## src/rtl/dot_matrix_scan_if.sv

```systemverilog
// Frame-source handshake between the pattern generator and the matrix scanner.
// Carries the flat frame, the valid/ready pair and the brightness duty.
interface dot_matrix_scan_if #(
    parameter int unsigned ROWS = 8,
    parameter int unsigned COLS = 8
);
    logic [ROWS*COLS-1:0] data;
    logic                 valid;
    logic                 ready;
    logic [7:0]           bright;

    modport master (output data, output valid, output bright, input ready);
    modport slave  (input data, input valid, input bright, output ready);
endinterface

```

## src/rtl/dot_matrix_scan.sv

```systemverilog
// Multiplexed LED-matrix scanner: double-buffered frame, per-slot blanking,
// 8-bit PWM brightness and selectable row/column drive polarity.
module dot_matrix_scan #(
    parameter int unsigned ROWS           = 8,
    parameter int unsigned COLS           = 8,
    parameter int unsigned ROW_TICKS      = 100000,
    parameter int unsigned BLANK_TICKS    = 50,
    parameter bit          ROW_ACTIVE_LOW = 1'b0,
    parameter bit          COL_ACTIVE_LOW = 1'b0
) (
    input  logic                      i_Clk,
    input  logic                      i_Rst,
    dot_matrix_scan_if.slave          frm,
    output logic [ROWS-1:0]           o_DM_Row,
    output logic [COLS-1:0]           o_DM_Col,
    output logic [$clog2(ROWS)-1:0]   o_Row_Idx,
    output logic                      o_fDone
);

    localparam int unsigned CW = $clog2(ROW_TICKS);
    localparam int unsigned RW = $clog2(ROWS);
    localparam logic [CW-1:0] CNT_LAST = CW'(ROW_TICKS - 1);
    localparam logic [RW-1:0] ROW_LAST = RW'(ROWS - 1);

    typedef logic [ROWS-1:0][COLS-1:0] frame_t;

    logic [CW-1:0] cnt_q, cnt_d;
    logic [RW-1:0] row_q, row_d;
    logic [7:0]    pwm_q, pwm_d;
    logic [7:0]    bright_q, bright_d;
    frame_t        disp_q, disp_d;
    frame_t        pend_q, pend_d;
    logic          pend_full_q, pend_full_d;

    logic slot_end_c;
    logic frame_end_c;
    logic blank_c;
    logic pwm_en_c;
    logic accept_c;
    logic [ROWS-1:0] row_on_c;
    logic [COLS-1:0] col_on_c;

    assign slot_end_c  = (cnt_q == CNT_LAST);
    assign frame_end_c = slot_end_c && (row_q == ROW_LAST);
    assign blank_c     = (32'(cnt_q) < BLANK_TICKS);
    assign pwm_en_c    = (pwm_q < bright_q) || (bright_q == 8'hFF);
    assign accept_c    = frm.valid && !pend_full_q;

    always_ff @(posedge i_Clk or posedge i_Rst) begin
        if (i_Rst) begin
            cnt_q       <= '0;
            row_q       <= '0;
            pwm_q       <= '0;
            bright_q    <= 8'hFF;
            disp_q      <= '0;
            pend_q      <= '0;
            pend_full_q <= 1'b0;
        end else begin
            cnt_q       <= cnt_d;
            row_q       <= row_d;
            pwm_q       <= pwm_d;
            bright_q    <= bright_d;
            disp_q      <= disp_d;
            pend_q      <= pend_d;
            pend_full_q <= pend_full_d;
        end
    end

    always_comb begin
        cnt_d       = cnt_q + CW'(1);
        row_d       = row_q;
        pwm_d       = pwm_q;
        bright_d    = bright_q;
        disp_d      = disp_q;
        pend_d      = pend_q;
        pend_full_d = pend_full_q;

        if (slot_end_c) begin
            cnt_d = '0;
            row_d = (row_q == ROW_LAST) ? '0 : row_q + RW'(1);
        end

        // PWM is held at zero through blanking so it reads 0 on the first lit cycle
        if (slot_end_c || blank_c) begin
            pwm_d = '0;
        end else if (pwm_q != 8'hFF) begin
            pwm_d = pwm_q + 8'd1;
        end

        // Only a frame pending before this cycle is swapped; same-cycle accepts wait a frame
        if (frame_end_c) begin
            bright_d = frm.bright;
            if (pend_full_q) begin
                disp_d      = pend_q;
                pend_full_d = 1'b0;
            end
        end

        if (accept_c) begin
            pend_d      = frm.data;
            pend_full_d = 1'b1;
        end
    end

    always_comb begin
        row_on_c = '0;
        col_on_c = '0;
        if (!blank_c) begin
            row_on_c = ROWS'(1) << row_q;
            if (pwm_en_c) begin
                col_on_c = disp_q[row_q];
            end
        end
    end

    assign o_DM_Row  = row_on_c ^ {ROWS{ROW_ACTIVE_LOW}};
    assign o_DM_Col  = col_on_c ^ {COLS{COL_ACTIVE_LOW}};
    assign o_Row_Idx = row_q;
    assign o_fDone   = frame_end_c;
    assign frm.ready = !pend_full_q;

endmodule

```

## src/flat_wrapper.sv

```systemverilog
// flat-port wrapper written by rule: the top's interface ports become plain ports
module dot_matrix_scan_flat 
#(
    parameter int unsigned ROWS           = 8,
    parameter int unsigned COLS           = 8,
    parameter int unsigned ROW_TICKS      = 100000,
    parameter int unsigned BLANK_TICKS    = 50,
    parameter bit          ROW_ACTIVE_LOW = 1'b0,
    parameter bit          COL_ACTIVE_LOW = 1'b0
)
  (i_Clk, i_Rst, o_DM_Row, o_DM_Col, o_Row_Idx, o_fDone, frm_data, frm_valid, frm_bright, frm_ready);
  dot_matrix_scan_if #(.ROWS(ROWS), .COLS(COLS)) frm_i ();
  input  logic i_Clk;
  input  logic i_Rst;
  output logic [ROWS-1:0] o_DM_Row;
  output logic [COLS-1:0] o_DM_Col;
  output logic [$clog2(ROWS)-1:0] o_Row_Idx;
  output logic o_fDone;
  input wire logic [$bits(frm_i.data)-1:0] frm_data;
  input wire logic [$bits(frm_i.valid)-1:0] frm_valid;
  input wire logic [$bits(frm_i.bright)-1:0] frm_bright;
  output wire logic [$bits(frm_i.ready)-1:0] frm_ready;
  assign frm_i.data = frm_data;
  assign frm_i.valid = frm_valid;
  assign frm_i.bright = frm_bright;
  assign frm_ready = frm_i.ready;
  dot_matrix_scan #(.ROWS(ROWS), .COLS(COLS), .ROW_TICKS(ROW_TICKS), .BLANK_TICKS(BLANK_TICKS), .ROW_ACTIVE_LOW(ROW_ACTIVE_LOW), .COL_ACTIVE_LOW(COL_ACTIVE_LOW)) u_core (.i_Clk(i_Clk), .i_Rst(i_Rst), .frm(frm_i), .o_DM_Row(o_DM_Row), .o_DM_Col(o_DM_Col), .o_Row_Idx(o_Row_Idx), .o_fDone(o_fDone));
endmodule
```

## config.mk

```make
export PLATFORM = sky130hd
export DESIGN_NAME = dot_matrix_scan_flat
export DESIGN_NICKNAME = d
export VERILOG_FILES = /design/src/rtl/dot_matrix_scan_if.sv /design/src/rtl/dot_matrix_scan.sv /design/src/flat_wrapper.sv
export SDC_FILE = /design/constraint.sdc
export NUM_CORES = 1
export LEC_CHECK = 0
export BUFFER_PORTS_ARGS = -buffer_cell sky130_fd_sc_hd__buf_2
export CAP_MARGIN = 10
export CORE_ASPECT_RATIO = 0.5
export CORE_MARGIN = 5
export CORE_UTILIZATION = 30
export DETAILED_ROUTE_END_ITERATION = 10
export SYNTH_ARGS = -nofsm -noshare
export SYNTH_HDL_FRONTEND = slang
export SYNTH_SLANG_ARGS = --single-unit
```

## constraint.sdc

```tcl
create_clock -name i_Clk -period 6.6 [get_ports i_Clk]
set_clock_uncertainty 0.2 [all_clocks]
set_input_delay 0.33 -clock i_Clk [delete_from_list [all_inputs] [get_ports i_Clk]]
set_output_delay 0.33 -clock i_Clk [all_outputs]
set_load 0.01 [all_outputs]
```

==> results of run 1 <==
registers in the layout (all words and copies together), names as in the netlist:
name                flops
u_core.pwm_q            8
u_core.o_Row_Idx        3
u_core.pend_full_q      1
u_core.disp_q          64
u_core.pend_q          64
u_core.bright_q         8
u_core.cnt_q           17
cells in the mapped netlist:
cell type	number	area share (%)
a2111oi_0	1	0.12
a2111oi_1	1	0.13
a211oi_1	2	0.20
a21o_1	1	0.099
a21oi_1	3	0.20
a31oi_1	3	0.25
a41o_1	2	0.26
and2_0	8	0.66
and2_1	2	0.17
and3_1	12	0.99
and4_1	3	0.35
and4b_1	1	0.13
buf_12	5	1.3
buf_2	3	0.20
buf_4	1	0.099
buf_6	1	0.15
clkbuf_1	12	0.60
clkinv_1	1	0.050
dfrtp_1	157	52
dfstp_2	8	2.8
ha_1	15	2.5
inv_1	12	0.60
mux2_2	87	13
mux2_4	49	9.7
mux2i_1	2	0.26
mux4_2	16	4.8
nand2_1	24	1.2
nand2b_1	2	0.17
nand3_1	14	0.93
nand4_1	7	0.58
nand4_2	1	0.17
nor2_1	24	1.2
nor2b_1	2	0.17
nor3_1	14	0.93
nor3_4	1	0.22
nor4_1	3	0.25
o21ai_0	3	0.20
o22ai_1	1	0.083
o311ai_0	1	0.12
or2_0	1	0.083
or4_1	1	0.099
or4_4	1	0.15
xnor2_1	13	1.5
xor2_1	4	0.46
per-layer routing:
layer | vias to the layer above | GRT usage [%]
li1 | 2240 | -
met1 | 2415 | 14.6
met2 | 46 | 21.2
met3 | 21 | 2.77
met4 | 0 | 4.23
met5 | - | 0
where the power goes:
group / leakage (nW) / total, mW / switching (mW) / internal [mW]
logic: 1.98 / 0.130 / 0.0480 / 0.0815
registers: 2.16 / 1.09 / 0.0281 / 1.06
clock network: 0.298 / 1.03 / 0.445 / 0.581
total: 4.43 / 2.24 / 0.521 / 1.72
logic make-up (layout without fill, tap and decap cells):
kind of cell,count (synthesis),count (layout),share of synthesized area (%)
flip-flops,165,165,54.8
buffers and inverters,35,218,3.01
adder cells (fa/ha/maj),15,15,2.48
multiplexers,154,154,27.7
AND/OR/NAND/NOR,121,121,8.41
XOR/XNOR,17,17,1.97
AO/OA/AOI/OAI,18,18,1.66
other,0,1,0
area by class of cell:
cell class / count / area, um^2 / area share (%)
well taps: 344 / 430 / 4.45
clock buffers: 18 / 439 / 4.54
clock inverters: 14 / 164 / 1.69
multi-input cells: 325 / 3210 / 33.1
diodes: 1 / 2.50 / 0.0258
flip-flops and latches: 165 / 4140 / 42.8
repair buffers: 173 / 1250 / 12.9
inverters: 13 / 53.8 / 0.556
timing repair:
| action | CTS | global route |
|---|---|---|
| hold buffers | 74 | 0 |
| buffers inserted | 0 | 0 |
| endpoints found under the hold margin | 166 | 0 |
| resized for setup | 0 | 0 |
metrics by stage:
| step | setup slack, ps | cells | cell area (um^2) | hold slack [ps] |
|---|---|---|---|---|
| 2_1_floorplan | 1620 | 525 | 7560 | 255 |
| 3_3_place_gp | 3390 | 946 | 8330 | 282 |
| 3_5_place_dp | 3340 | 946 | 8330 | 282 |
| 4_1_cts | 3180 | 1052 | 9680 | 290 |
| 5_1_grt | 3070 | 1052 | 9680 | 318 |
| 6_report | 3230 | 1053 | 9680 | 290 |
worst max-delay path, delay by kind of cell, from the launching register on:
kind | cells | cell delay, ps
flops | 1 | 550
fa+ha+maj | 1 | 320
compound gates | 1 | 930
simple gates | 2 | 360
buf+inv | 2 | 260
how the worst max path moves through the flow:
stage	from	endpoint	slack, ps
after floorplan	i_Rst	u_core.cnt_q[0]$_DFF_PP0_	1620
after global placement	u_core.o_Row_Idx[2]$_DFFE_PP0N_	u_core.disp_q[7]$_DFFE_PP0P_	3390
after detailed placement	u_core.o_Row_Idx[2]$_DFFE_PP0N_	u_core.disp_q[15]$_DFFE_PP0P_	3340
after CTS	u_core.bright_q[6]$_DFFE_PP1P_	o_DM_Col[6]	3180
after global routing	u_core.bright_q[6]$_DFFE_PP1P_	o_DM_Col[6]	3070
final	u_core.bright_q[6]$_DFFE_PP1P_	o_DM_Col[6]	3230
==> results by group, run 1 <==
Global routing
  – Grt total ovfl: 0
  – Vias in the first global route: 5,123
  – Pin count of the biggest net entering global routing: 103
  – Tot GR Track Use: 12.0%
  – First-pass GRT wire length: 26,900 um
  – Initial antenna violation count: 0

STA
  – Fin. max-slew vios: 0
  – Period utilization: 51.1%
  – Peak Freq: 296 MHz
  – Relative slew margins: 26.3%
  – RSZ-0062 raised after global routing: false
  – Fin crit period: 3370 ps
  – Final setup viols: 0
  – Hold Vio Cnt, Final: 0
  – Worst-margin pin slew: 1110 ps
  – Setup TNS: 0 ps

Worst setup path
  – CP Launch Type: register
  – Critical path capture point type: primary output
  – R2R Path Start: u_core.o_Row_Idx[2]$_DFFE_PP0N_
  – Worst reg-to-reg path cell count: 5
  – CP required: 6070 ps
  – CP max stage cell: a2111oi_2
  – Critical Path AT: 2840 ps
  – Critical-path cell list: inv_1 -> ha_1 -> nand4_1 -> a2111oi_2 -> nor3_1 -> buf_2
  – Worst reg2reg setup slack: 3350 ps
  – Critical-path maximum fanout: 8
  – Reg-to-Reg End: u_core.disp_q[62]$_DFFE_PP0P_
  – Crit-path max cell delay: 930 ps
  – CP Class: register to primary output

Power
  – Total power: 2.24 mW
  – VDD IR max: 0.183 mV
  – P_leak: 4.43 nW
  – Pwr Density: 232 nW/um^2

Drt
  – Vias per cell: 4.48
  – Drt drc: 0
  – Via Count: 4,722
  – M1 WL: 7260 um
  – Highest metal used: met4
  – DR WL met3: 344 um
  – Total Routed Length: 16,500 um
  – Met2 Routed Length: 8640 um
  – WL per Instance: 15.7 um
  – First DRT Iteration DRCs: 306
  – Final ANT Viol Nets: 0
  – TritonRoute pass-1 iters: 4

Placement
  – GPL Wtd Cong: 0.804
  – DP Wirelength: 10,600 um
  – Port Buf Inserts: 95

Yosys
  – Syn_nets: 615
  – Synthesized cell area: 7560 um^2
  – Netlist cell types: 44
  – Seq cells post-synth: 165
  – Synthesis Warnings: 0
  – Post-Syn Instances: 525
  – Sequential share of the synthesized area: 54.8%
  – Syn avg cell area: 14.4 um^2

Floorplanning
  – Chip Width: 234 um
  – Core Region: 25,000 um^2
  – Die area: 28,700 um^2
  – Die H: 122 um
  – Cell Rows: 41
  – Top Ports: 96
  – Initial Util: 30.3%

Layout
  – Layout cells sized above 1: 41.9%
  – Post-layout util: 38.7%
  – Area Growth Syn to Fin: 28.1%
  – Leading cell type in the layout, fill and taps excluded: dfrtp_1
  – Commonest cells after routing, fill and taps aside: dfrtp_1 (157), buf_2 (95), mux2_2 (87), dlygate4sd3_1 (74), mux2_4 (49)
  – Final #Nets: 785
  – Fillers: 2,370

Clock network
  – Clk sinks: 165
  – H-tree depth: 4
  – Worst-Skew Late Latency: 430 ps
  – CTS root buf: clkbuf_16
  – Reg clk slew, reported paths: 70 ps
  – Num CTS Buffers: 17
  – CTS tree: built
  – Worst-case clock buffer depth: 2

Min path
  – Worst hold path type: register to register
  – Hold depth: 1
  – Hold Crit Start: u_core.cnt_q[0]$_DFF_PP0_
  – Hold EP: u_core.cnt_q[0]$_DFF_PP0_

Flow run
  – Max cap viols: 0

Run status
  – Status: finished clean
Note: power is estimated with default switching activity, not from simulation.
==> run 2, diff against run 1 <==
==> constraint.sdc (replaced) <==
create_clock -name i_Clk -period 3.3 [get_ports i_Clk]
set_clock_uncertainty 0.2 [all_clocks]
set_input_delay 0.165 -clock i_Clk [delete_from_list [all_inputs] [get_ports i_Clk]]
set_output_delay 0.165 -clock i_Clk [all_outputs]
set_load 0.01 [all_outputs]
==> results by group, run 2 (synthesized netlist as in run 1, its figures left out) <==
Placement
  – Port Buf Inserts: 95
  – Placed cell area: 8450 um^2
  – GPL Wtd Cong: 0.806
  – Pre-CTS setup slack: 502 ps
  – DP Wirelength: 10,800 um

Global routing
  – Tot GR Track Use: 12.1%
  – Grt total ovfl: 0
  – Pin count of the biggest net entering global routing: 166
  – First-pass GRT wire length: 27,000 um
  – Initial antenna violation count: 0
  – Vias in the first global route: 5,028

STA
  – Setup TNS: 0 ps
  – Period utilization: 93.6%
  – Relative slew margins: 38.4%
  – Worst-margin pin slew: 924 ps
  – Hold Vio Cnt, Final: 0
  – Fin. max-slew vios: 0
  – Final worst slack: 212 ps
  – Final setup viols: 0
  – Hold WS: 291 ps
  – Fin crit period: 3090 ps
  – Peak Freq: 324 MHz

Clock network
  – CTS tree: built
  – Num CTS Buffers: 17
  – Clk sinks: 165
  – Worst-Skew Late Latency: 430 ps
  – Post-CTS Setup Bufs: 0
  – Worst-case clock buffer depth: 2
  – H-tree depth: 4
  – Reg clk slew, reported paths: 70 ps
  – CTS root buf: clkbuf_16

Floorplanning
  – Die H: 122 um
  – Core Region: 25,000 um^2
  – Top Ports: 96
  – Die area: 28,700 um^2
  – Chip Width: 234 um
  – Initial Util: 30.3%
  – Cell Rows: 41

Layout
  – Leading cell type in the layout, fill and taps excluded: dfrtp_1
  – Layout cells sized above 1: 42.4%
  – Design area: 9810 um^2
  – Fillers: 2,305
  – Commonest cells after routing, fill and taps aside: dfrtp_1 (157), buf_2 (95), mux2_2 (87), dlygate4sd3_1 (74), mux2_4 (49)
  – Final #Nets: 791
  – Largest registers: u_core.disp_q x64, u_core.pend_q x64, u_core.cnt_q x17
  – Area Growth Syn to Fin: 29.7%
  – Number of diodes: 0

Drt
  – Drt drc: 0
  – WL per Instance: 15.6 um
  – Vias per cell: 4.44
  – Final ANT Viol Nets: 0
  – First DRT Iteration DRCs: 231
  – Total Routed Length: 16,500 um
  – TritonRoute pass-1 iters: 4
  – Via Count: 4,700

Worst setup path
  – CP required: 2930 ps
  – Crit-path max cell delay: 680 ps
  – Critical path capture point type: primary output
  – CP Launch Type: register
  – Critical-path maximum fanout: 8
  – CP max stage cell: a2111oi_0
  – Worst reg2reg setup slack: 480 ps
  – CP Class: register to primary output
  – Critical Path AT: 2720 ps
  – Critical-path cell list: inv_1 -> ha_1 -> a2111oi_0 -> a2111oi_4 -> nor3_1 -> buf_2
  – Bufs and invs on worst path: 2
  – CP delay by family, top: compound AO/OA/AOI/OAI gates

Run status
  – Status: finished clean

Power
  – Pwr Density: 451 nW/um^2
  – Total power: 4.42 mW
  – VDD IR max: 0.365 mV
  – P_leak: 4.47 nW

Flow run
  – Max cap viols: 0

Min path
  – Worst hold path type: register to register
## run 2: worst register-to-register path, stage by stage (launching register included)
cell and delay, ps:
dfrtp_1 390, ha_1 260, nand4_2 150, or4_4 550, nor3_4 510, buf_12 280, mux2_2 370
## run 2: through the flow
stage / utilization [%] / instances
after floorplan: - / 525
after global placement: 33.8 / 952
after detailed placement: 33.8 / 952
after CTS: 39.2 / 1058
after global routing: 39.3 / 1058
final: 39.3 / 1058
## run 2: cell type report
cell class	instances	area, um^2	area share, %
clock buffer	17	425	4.34
multi-input combinational	325	3220	32.8
clock inverter	15	176	1.80
timing repair buffer	179	1370	13.9
sequential	165	4140	42.2
inverter	13	52.6	0.536
tap	344	430	4.39
## run 2: path summary, 6_finish.rpt
path / startpoint / to / depth (start not counted)
setup / recovery: u_core.bright_q[1]$_DFFE_PP1P_ / o_DM_Col[1] / 6
setup reg to reg: u_core.cnt_q[0]$_DFF_PP0_ / u_core.disp_q[31]$_DFFE_PP0P_ / 6
min in group asynchronous: i_Rst / u_core.disp_q[33]$_DFFE_PP0P_ / 4
hold / removal: u_core.cnt_q[0]$_DFF_PP0_ / u_core.cnt_q[0]$_DFF_PP0_ / 1
max in group asynchronous: i_Rst / u_core.disp_q[20]$_DFFE_PP0P_ / 4
hold reg to reg: u_core.cnt_q[0]$_DFF_PP0_ / u_core.cnt_q[0]$_DFF_PP0_ / 1
## run 2: metal layers
layer	GRT usage, %	wire length (um)
met5	0	0
met4	3.24	124
met3	2.94	385
met2	21.1	8670
met1	15.2	7350
## run 2: timing repair
item / 4_1_cts / 5_1_grt
gates resized for setup: 0 / 1
hold endpoints to repair: 230 / 0
setup endpoints to repair: 0 / 5
hold buffers: 74 / 0
## run 2: where the power goes
group          internal, mW  switching (mW)
combinational         0.165          0.0960
clock                  1.03           0.961
sequential             2.12          0.0540
total                  3.31            1.11
==> run 3, diff against run 2 <==
--- a/config.mk
+++ b/config.mk
@@ -11,6 +11,9 @@
 export CORE_MARGIN = 5
 export CORE_UTILIZATION = 30
 export DETAILED_ROUTE_END_ITERATION = 10
+export PLACE_DENSITY = 0.47
+export RECOVER_POWER = 100
+export REMOVE_ABC_BUFFERS = 1
 export SYNTH_ARGS = -nofsm -noshare
 export SYNTH_HDL_FRONTEND = slang
 export SYNTH_SLANG_ARGS = --single-unit
==> results by group, run 3 (synthesized netlist as in run 1, its figures left out) <==
Power
  – Logic pwr share: 5.8%
  – Net load switching power: 1.00 mW
  – Pint: 3.38 mW
  – Register share of total power: 49.6%
  – Sw Ratio: 22.8%
  – VDD IR max: 0.356 mV
  – Pwr Density: 462 nW/um^2
  – Clock Power Share: 44.6%
  – P_leak: 4.36 nW

Floorplanning
  – Die H: 122 um
  – Cell Rows: 41
  – Initial Util: 30.3%
  – Die area: 28,700 um^2
  – Core Region: 25,000 um^2
  – Chip Width: 234 um
  – Top Ports: 96

Worst setup path
  – Worst reg-to-reg path cell count: 6
  – Critical path capture point type: primary output
  – CP Class: register to primary output
  – CP required: 2930 ps
  – Worst reg2reg setup slack: 380 ps
  – Critical Path AT: 2680 ps
  – CP Launch Type: register
  – Critical-path maximum fanout: 8

STA
  – Setup TNS: 0 ps
  – Fin crit period: 3040 ps
  – Period utilization: 92.2%
  – RSZ-0062 raised after global routing: false
  – Final setup viols: 0
  – Fin. max-slew vios: 147
  – Peak Freq: 329 MHz
  – Relative slew margins: -15.1%
  – Worst-margin pin slew: 1720 ps
  – Final worst slack: 259 ps
  – Hold Vio Cnt, Final: 0

Global routing
  – Tot GR Track Use: 12.5%
  – Vias in the first global route: 5,158
  – Initial antenna violation count: 0
  – Grt total ovfl: 0
  – First-pass GRT wire length: 27,900 um
  – Pin count of the biggest net entering global routing: 82

Placement
  – Pre-CTS setup slack: 525 ps
  – DP Wirelength: 11,000 um
  – Port Buf Inserts: 95
  – GPL Wtd Cong: 0.781
  – Placed cell area: 8410 um^2

Clock network
  – H-tree depth: 4
  – Num CTS Buffers: 17
  – Clk sinks: 165
  – Worst-case clock buffer depth: 2
  – Worst-Skew Late Latency: 430 ps
  – CTS root buf: clkbuf_16
  – CTS tree: built
  – Reg clk slew, reported paths: 70 ps

Run status
  – Status: complete, but fails checks
  – Failing checks: max-capacitance violations, max-slew violations

Drt
  – First DRT Iteration DRCs: 213
  – Via Count: 4,769
  – Drt drc: 0
  – WL per Instance: 15.9 um
  – TritonRoute pass-1 iters: 4
  – Vias per cell: 4.50
  – Final ANT Viol Nets: 0
  – Total Routed Length: 16,900 um

Layout
  – Layout cells sized above 1: 32.6%
  – Area Growth Syn to Fin: 25.4%
  – Reg area: 4140 um^2
  – Area of the multi-input gates: 3010 um^2
  – Number of diodes: 0
  – Commonest cells after routing, fill and taps aside: dfrtp_1 (157), mux2_2 (87), buf_2 (78), dlygate4sd3_1 (74), mux2_1 (47)
  – Design area: 9480 um^2
  – Leading cell type in the layout, fill and taps excluded: dfrtp_1
  – Fillers: 2,491
  – Final #Nets: 792
  – Largest registers: u_core.disp_q x64, u_core.pend_q x64, u_core.cnt_q x17

Min path
  – Worst hold path type: register to register
  – Hold depth: 1

Flow run
  – Max cap viols: 2
## run 3: what timing repair did
| action | 4_1_cts | 5_1_grt |
|---|---|---|
| hold buffers | 74 | 0 |
| resized for setup | 0 | 1 |
| setup buffers | 0 | 0 |
| endpoints found under the hold margin | 145 | 0 |
| endpoints found under the setup margin | 0 | 2 |
## run 3: final cells by class
| class | count | area share, % |
|---|---|---|
| inverters | 13 | 0.555 |
| clock buffers | 21 | 4.86 |
| well taps | 344 | 4.54 |
| repair buffers | 180 | 13.3 |
| clock inverters | 11 | 1.21 |
| flip-flops and latches | 165 | 43.7 |
| multi-input cells | 325 | 31.8 |
## run 3: stage by stage
| stage | power, mW | util [%] | instances | hold WS, ps |
|---|---|---|---|---|
| 6_report | 4.38 | 37.9 | 1059 | 287 |
| 5_1_grt | 4.57 | 37.9 | 1059 | 291 |
| 4_1_cts | 4.47 | 38.9 | 1059 | 248 |
| 3_5_place_dp | 2.41 | 33.7 | 953 | 167 |
| 3_3_place_gp | 2.40 | 33.7 | 953 | 161 |
| 2_1_floorplan | 2.31 | - | 503 | 94.9 |
## run 3: power by group through the flow
stage                     Sequential, mW  Clock [mW]  Combinational (mW)
after floorplan                     2.19           0               0.121
after global placement              2.21           0               0.190
after detailed placement            2.22           0               0.196
after CTS                           2.18        2.03               0.265
after global routing                2.19        2.10               0.286
final                               2.17        1.96               0.253
## run 3: worst max-delay path: stages (launching register included)
cell	delay [ps]
dfstp_2	540
inv_1	50
ha_1	280
a2111oi_0	510
a2111oi_2	100
buf_4	220
nor3_1	350
clkbuf_1	200
## run 3: final timing paths
kind,startpoint,endpoint
worst max-delay path,u_core.bright_q[1]$_DFFE_PP1P_,o_DM_Col[2]
max in group asynchronous,i_Rst,u_core.disp_q[22]$_DFFE_PP0P_
worst min register to register,u_core.disp_q[1]$_DFFE_PP0P_,u_core.disp_q[1]$_DFFE_PP0P_
worst max register to register,u_core.cnt_q[0]$_DFF_PP0_,u_core.disp_q[39]$_DFFE_PP0P_
min in group asynchronous,i_Rst,u_core.pend_q[43]$_DFFE_PP0P_
worst min-delay path,u_core.disp_q[1]$_DFFE_PP0P_,u_core.disp_q[1]$_DFFE_PP0P_
## run 3: metal layers
| layer | share of wire (%) | wire [um] | global-route usage [%] |
|---|---|---|---|
| met5 | 0 | 0 | 0 |
| met3 | 2.5 | 416 | 2.91 |
| met1 | 47 | 7930 | 16.3 |
| met2 | 49 | 8220 | 20.7 |
| met4 | 1.7 | 288 | 4.19 |
